<file path="config.mk">
export PLATFORM = sky130hd
export DESIGN_NAME = sbc_clk_rst_gen
export DESIGN_NICKNAME = d
export VERILOG_FILES = /design/src/rtl/sbc_clk_rst_gen_pkg.sv /design/src/rtl/sbc_clk_rst_gen_reset_sync.sv /design/src/rtl/sbc_clk_rst_gen.sv
export SDC_FILE = /design/constraint.sdc
export NUM_CORES = 1
export LEC_CHECK = 0
export BUFFER_PORTS_ARGS = -buffer_cell sky130_fd_sc_hd__buf_4
export CORE_MARGIN = 5
export CORE_UTILIZATION = 45
export CTS_BUF_LIST = sky130_fd_sc_hd__clkbuf_8 sky130_fd_sc_hd__clkbuf_16
export DETAILED_ROUTE_END_ITERATION = 8
export GPL_ROUTABILITY_DRIVEN = 0
export PLACE_DENSITY_LB_ADDON = 0.3
export SLEW_MARGIN = 20
export SYNTH_ARGS = -nofsm -noshare
export SYNTH_HDL_FRONTEND = slang
export SYNTH_SLANG_ARGS = --single-unit
</file>
<file path="constraint.sdc">
create_clock -name fst_clk -period 1.8 [get_ports fst_clk]
set_clock_uncertainty 0.1 [all_clocks]
set_input_delay 0.18 -clock fst_clk [delete_from_list [all_inputs] [get_ports fst_clk]]
set_output_delay 0.18 -clock fst_clk [all_outputs]
set_load 0.1 [all_outputs]
</file>
<file path="src/rtl/sbc_clk_rst_gen_pkg.sv">
// Shared definitions for the SBC clock/reset front end: FSM state encodings,
// default divider/NCO constants reused by sbc_system, and the phi2 phase map.
package sbc_clk_rst_gen_pkg;

   typedef enum logic [1:0] {
      S_RESET = 2'd0,
      S_RUN   = 2'd1,
      S_HALT  = 2'd2,
      S_STEP  = 2'd3
   } sbc_state_e;

   localparam int unsigned SBC_PHI2_DIV        = 8;
   localparam int unsigned SBC_RST_PHI2_CYCLES = 16;
   localparam int unsigned SBC_ACC_W           = 16;
   localparam int unsigned SBC_BAUD_INC        = 2416;

   // phi2 is low for the first half of the phase count, high for the second
   function automatic logic phi2_level(input int unsigned cnt, input int unsigned div);
      return (cnt >= (div / 2));
   endfunction

endpackage

</file>
<file path="src/rtl/sbc_clk_rst_gen_reset_sync.sv">
// res_n synchroniser and saturating phi2-fall stretch counter; flags the
// phi2 falling edge at which the system reset may be released.
module sbc_reset_sync
   import sbc_clk_rst_gen_pkg::*;
#(
   parameter int unsigned RST_PHI2_CYCLES = SBC_RST_PHI2_CYCLES
) (
   input  logic fst_clk,
   input  logic res_n,
   input  logic fall_strobe,
   output logic release_ok
);

   localparam int unsigned     SW       = $clog2(RST_PHI2_CYCLES + 1);
   localparam logic [SW-1:0]   STR_LAST = SW'(RST_PHI2_CYCLES - 1);
   localparam logic [SW-1:0]   STR_MAX  = SW'(RST_PHI2_CYCLES);

   logic [1:0]    sync;
   logic [SW-1:0] stretch;
   logic          res_sync;

   assign res_sync = sync[1];

   always_ff @(posedge fst_clk or negedge res_n) begin
      if (!res_n) begin
         sync    <= '0;
         stretch <= '0;
      end else begin
         sync <= {sync[0], 1'b1};
         if (res_sync && fall_strobe && (stretch != STR_MAX)) begin
            stretch <= stretch + 1'b1;
         end
      end
   end

   // fall_strobe is the value about to be registered into phi2_fall, so the
   // release lands on the same edge that raises the fall strobe
   assign release_ok = res_sync & fall_strobe & (stretch == STR_LAST);

endmodule

</file>
<file path="src/rtl/sbc_clk_rst_gen.sv">
// SBC clock/reset front end: phi2 with edge strobes, NCO baud reference,
// stretched system reset and debug halt/single-step of phi2.
module sbc_clk_rst_gen
   import sbc_clk_rst_gen_pkg::*;
#(
   parameter int unsigned PHI2_DIV        = SBC_PHI2_DIV,
   parameter int unsigned RST_PHI2_CYCLES = SBC_RST_PHI2_CYCLES,
   parameter int unsigned ACC_W           = SBC_ACC_W,
   parameter int unsigned BAUD_INC        = SBC_BAUD_INC
) (
   input  logic fst_clk,
   input  logic res_n,
   input  logic halt,
   input  logic step,
   output logic phi2,
   output logic phi2_rise,
   output logic phi2_fall,
   output logic uart_clk,
   output logic sys_res_n,
   output logic halted
);

   localparam int unsigned        CNT_W    = $clog2(PHI2_DIV);
   localparam logic [CNT_W-1:0]   CNT_LAST = CNT_W'(PHI2_DIV - 1);
   localparam logic [ACC_W-1:0]   ACC_INC  = ACC_W'(BAUD_INC);

   sbc_state_e       state;
   sbc_state_e       state_nxt;
   logic [CNT_W-1:0] cnt;
   logic [CNT_W-1:0] cnt_nxt;
   logic [ACC_W-1:0] acc;
   logic             phi2_nxt;
   logic             rise_nxt;
   logic             fall_nxt;
   logic             step_d;
   logic             step_edge;
   logic             wrap;
   logic             release_ok;

   assign wrap      = (cnt == CNT_LAST);
   assign step_edge = step & ~step_d;
   assign phi2_nxt  = phi2_level(32'(cnt), PHI2_DIV);
   assign rise_nxt  = phi2_nxt & ~phi2;
   assign fall_nxt  = ~phi2_nxt & phi2;

   sbc_reset_sync #(
      .RST_PHI2_CYCLES (RST_PHI2_CYCLES)
   ) u_reset_sync (
      .fst_clk     (fst_clk),
      .res_n       (res_n),
      .fall_strobe (fall_nxt),
      .release_ok  (release_ok)
   );

   always_ff @(posedge fst_clk or negedge res_n) begin
      if (!res_n) begin
         state     <= S_RESET;
         cnt       <= '0;
         phi2      <= 1'b0;
         phi2_rise <= 1'b0;
         phi2_fall <= 1'b0;
         sys_res_n <= 1'b0;
         step_d    <= 1'b0;
      end else begin
         state     <= state_nxt;
         cnt       <= cnt_nxt;
         phi2      <= phi2_nxt;
         phi2_rise <= rise_nxt;
         phi2_fall <= fall_nxt;
         sys_res_n <= (state_nxt != S_RESET);
         step_d    <= step;
      end
   end

   always_comb begin
      state_nxt = state;
      cnt_nxt   = wrap ? '0 : cnt + 1'b1;
      case (state)
         S_RESET: begin
            if (release_ok) state_nxt = S_RUN;
         end
         S_RUN: begin
            if (wrap && halt) state_nxt = S_HALT;
         end
         // cnt pinned at 0 keeps phi2 low; dropping halt beats a coincident step
         S_HALT: begin
            cnt_nxt = '0;
            if (!halt) begin
               state_nxt = S_RUN;
            end else if (step_edge) begin
               state_nxt = S_STEP;
            end
         end
         S_STEP: begin
            if (wrap) state_nxt = S_HALT;
         end
         default: begin
            state_nxt = S_RESET;
         end
      endcase
   end

   // baud NCO free-runs independently of the phi2 state machine
   always_ff @(posedge fst_clk or negedge res_n) begin
      if (!res_n) begin
         acc <= '0;
      end else begin
         acc <= acc + ACC_INC;
      end
   end

   assign uart_clk = acc[ACC_W-1];
   assign halted   = (state == S_HALT);

endmodule

</file>
==> flow_metrics.py <==
metrics = {
    "layout": {
        "post_route_cells_drive_above_1_share_pct": 21.6,
        "ff_latch_area_sq_um": 727,
        "antenna_diode_instance_count": 0,
        "filler_cell_count": 250,
        "area.growth.synth_to_final_pct": 17.0,
        "multi_input_area_sq_um": 472,
        "post-route-cell-area_sq_um": 1440,
        "final-instance-count-excl-fill": 147,
        "nets": 126,
    },
    "cts": {
        "cts_setup_buffers": 0,
        "cts_buffer_depth": 2,
        "cts_resized": 0,
        "clock_pin_slew_on_the_worst_setup_and_hold_paths_ns": 0.06,
        "tritoncts.num_buffers": 5,
        "ctsRootBufferMaster": "clkbuf_8",
        "clock_sinks": 29,
        "worst_skew_pair.late_latency_ns": 0.27,
        "cts-htree-levels": 2,
        "cts_tree": "built",
    },
    "route": {
        "detail_route.first_pass.iterations": 4,
        "initialDrtViolationCount": 10,
        "detail_route.vias_per_cell": 4.97,
        "vias": 731,
        "avgRoutedWirePerCell_um": 11.6,
        "drc": 0,
        "remaining_antenna_violation_count": 0,
        "routed_wl_um": 1710,
    },
    "critical_path": {
        "critical_path_depth": 5,
        "cp_slowest_stage_delay_ns": 0.40,
        "worst-endpoint-required_ns": 1.86,
        "r2r_end": "state[0]",
        "worstSetupEndpoint": "state[0]",
        "timing.reg2reg.setup_slack_ns": 0.20,
        "cp-start-kind": "flip-flop",
        "r2r_worst_path_depth": 5,
        "worst-setup-path-type": "flip-flop to flip-flop",
        "crit_path_cell_trace": "ha_1, and3_1, ha_1, a211o_1, and3_1",
        "worst_ep_arrival_time_ns": 1.66,
        "critPathCaptureType": "flip-flop",
        "setup_crit_start": "u_reset_sync.stretch[0]",
        "maximum_net_fanout_on_the_critical_path": 3,
        "critPathSlowestCell": "dfrtp_1",
        "cp_top_family": "adder cells",
        "critPathBufInv": 0,
        "worstReg2RegStart": "u_reset_sync.stretch[0]",
    },
    "yosys": {
        "ys_warn_count": 0,
        "synth_top_area_share_pct": 58.9,
        "ys.flop_type": "dfrtp_1",
        "synth.lib_cells_used.distinct": 33,
        "postSynthCellCount": 98,
        "netlist_area_sq_um": 1230,
        "synthesis.nets": 109,
        "synth_cell_count_leaders": "dfrtp_1, xnor2_1, inv_1",
        "most_used_standard_cell_by_instance_count_after_synthesis": "dfrtp_1",
        "syn-mean-instance-area_sq_um": 12.6,
        "synth_enable_flop_cells": 0,
        "synth-seq-cells": 29,
        "seq_total_area_yosys_pct": 58.9,
        "synth.top_cells.by_area": "dfrtp_1, ha_1, xnor2_1",
        "synth-async-reset-ratio_pct": 100,
        "synth_top_cell_by_area": "dfrtp_1",
    },
    "power": {
        "worst_ir_drop_vdd_mv": 0.776,
        "comb_power_share_pct": 8.4,
        "static-leakage-power_uw": 0.000694,
        "netSwitchingFraction_pct": 24.5,
        "power.share.sequential_pct": 55.1,
        "p_sw_uw": 325,
        "clock_power_share_pct": 36.6,
        "power_density_nw_per_um2": 922,
        "power.internal_uw": 1000,
    },
    "hold_path": {
        "hold_path_depth": 2,
        "hold_path_startpoint": "halt",
        "min_path_type": "input pin to flip-flop",
    },
    "sta": {
        "finalHoldViolCount": 0,
        "max_slew_violation_total_from_the_final_report": 0,
        "timing.fmax_ghz": 0.624,
        "final.setup.tns_ns": 0,
        "hold_ws_ns": 0.0686,
        "setup_repair_after_global_routing_missed_its_margin": "false",
        "timing.final.crit_share_pct": 89.0,
        "timing.final.setup_violations": 0,
        "finalWorstSetupSlack_ns": 0.198,
        "finalWorstPathRequiredPeriod_ns": 1.60,
    },
    "floorplan": {
        "floorplan.initialDensity_pct": 45.9,
        "core_region_area_sq_um": 2690,
        "rows": 19,
        "top_level_ports": 10,
        "die_x_extent_um": 62.3,
        "floorplan.die.height_um": 62.3,
        "die_area_sq_um": 3890,
    },
    "run_status": {
        "run_status": "finished, final reports clean",
    },
    "global_route": {
        "first_global_vias": 720,
        "antenna_violations_before_repair": 0,
        "globalRoute.totalOverflow": 0,
        "grt_max_degree": 30,
        "grt_pass1_wl_um": 3110,
        "grtUsageTotal_pct": 10.1,
    },
    "place": {
        "place_inst": 137,
        "post_dp_cell_area_sq_um": 1340,
        "pre_cts_slack_ns": 0.194,
        "numPortBuffers": 9,
        "place_hpwl_um": 1190,
    },
    "run": {
        "max_cap_viol_count": 0,
    },
}
[kinds of logic (layout without fill, tap and decap cells)]
family / count (synthesis) / after routing / share of synthesized area, %
other: 1 / 1 / 0.304
AND/OR/NAND/NOR: 23 / 23 / 11.1
buffers and inverters: 10 / 28 / 3.05
adder cells (fa/ha/maj): 7 / 7 / 7.11
flip-flops: 29 / 29 / 58.9
XOR/XNOR: 13 / 13 / 9.24
AO/OA/AOI/OAI: 15 / 15 / 10.4
[layer usage]
metal / GRT usage, % / wire length (um) / part of all wire (%)
met4: 5.57 / 34 / 2.0
met2: 15.0 / 771 / 45
met3: 4.14 / 85 / 5.0
met5: 0 / 0 / 0
met1: 12.4 / 816 / 48
[worst reg2reg max path: stages (launching register included)]
cell     delay (ns)
dfrtp_1        0.40
ha_1           0.22
and3_1         0.18
ha_1           0.19
a211o_1        0.27
and3_1         0.14
[layout by cell type, fill, tap and decap left out, types with 2 or more instances in the layout]
cell type,n
nor2_1,2
a21o_1,2
nor2b_1,3
a21oi_1,3
xnor2_1,9
dlygate4sd3_1,2
xor2_1,4
and3_1,2
inv_1,9
ha_1,7
o211ai_1,2
clkbuf_8,5
clkinv_2,2
nand2b_1,2
nand2_1,4
buf_4,9
dfrtp_1,28
[power groups by stage]
stage	combinational, uW	sequential [uW]	clock, uW
final	111	732	486
after detailed placement	111	743	0
after floorplan	77.5	735	0
after global placement	104	739	0
after CTS	115	733	508
after global routing	135	737	536
[sequential cells by signal, summed over array words and instances, names as in the netlist]
name and cells:
u_reset_sync.stretch 5, cnt 3, step_d 1, phi2_rise 1, phi2 1, acc 12, state 2, sys_res_n 1
u_reset_sync.sync 2, phi2_fall 1
[layout make-up]
| type | count | share of cell area (%) |
|---|---|---|
| clock inverters | 3 | 0.955 |
| flip-flops and latches | 29 | 50.4 |
| inverters | 9 | 2.34 |
| multi-input cells | 59 | 32.7 |
| repair buffers | 11 | 6.08 |
| clock buffers | 5 | 4.77 |
| well taps | 31 | 2.69 |
[worst min-delay path by stage]
| stage | to | slack [ns] |
|---|---|---|
| 2_1_floorplan | acc[10] | -0.22 |
| 3_3_place_gp | u_reset_sync.stretch[2] | 0.02 |
| 3_5_place_dp | u_reset_sync.stretch[2] | 0.02 |
| 4_1_cts | state[1] | 0.06 |
| 5_1_grt | state[1] | 0.06 |
| 6_report | state[1] | 0.07 |
[per-stage QoR]
| step | total power [uW] | utilization (%) |
|---|---|---|
| floorplan | 812 | - |
| finish | 1330 | 53.7 |
| global route | 1410 | 53.7 |
| detailed placement | 854 | 49.8 |
| global placement | 843 | 49.8 |
| CTS | 1360 | 53.7 |
[repair_timing]
item                                    4_1_cts  5_1_grt
endpoints found under the setup margin        0        0
hold buffers                                  2        0
hold endpoints to repair                     30        0
Note: power is estimated with default switching activity, not from simulation.
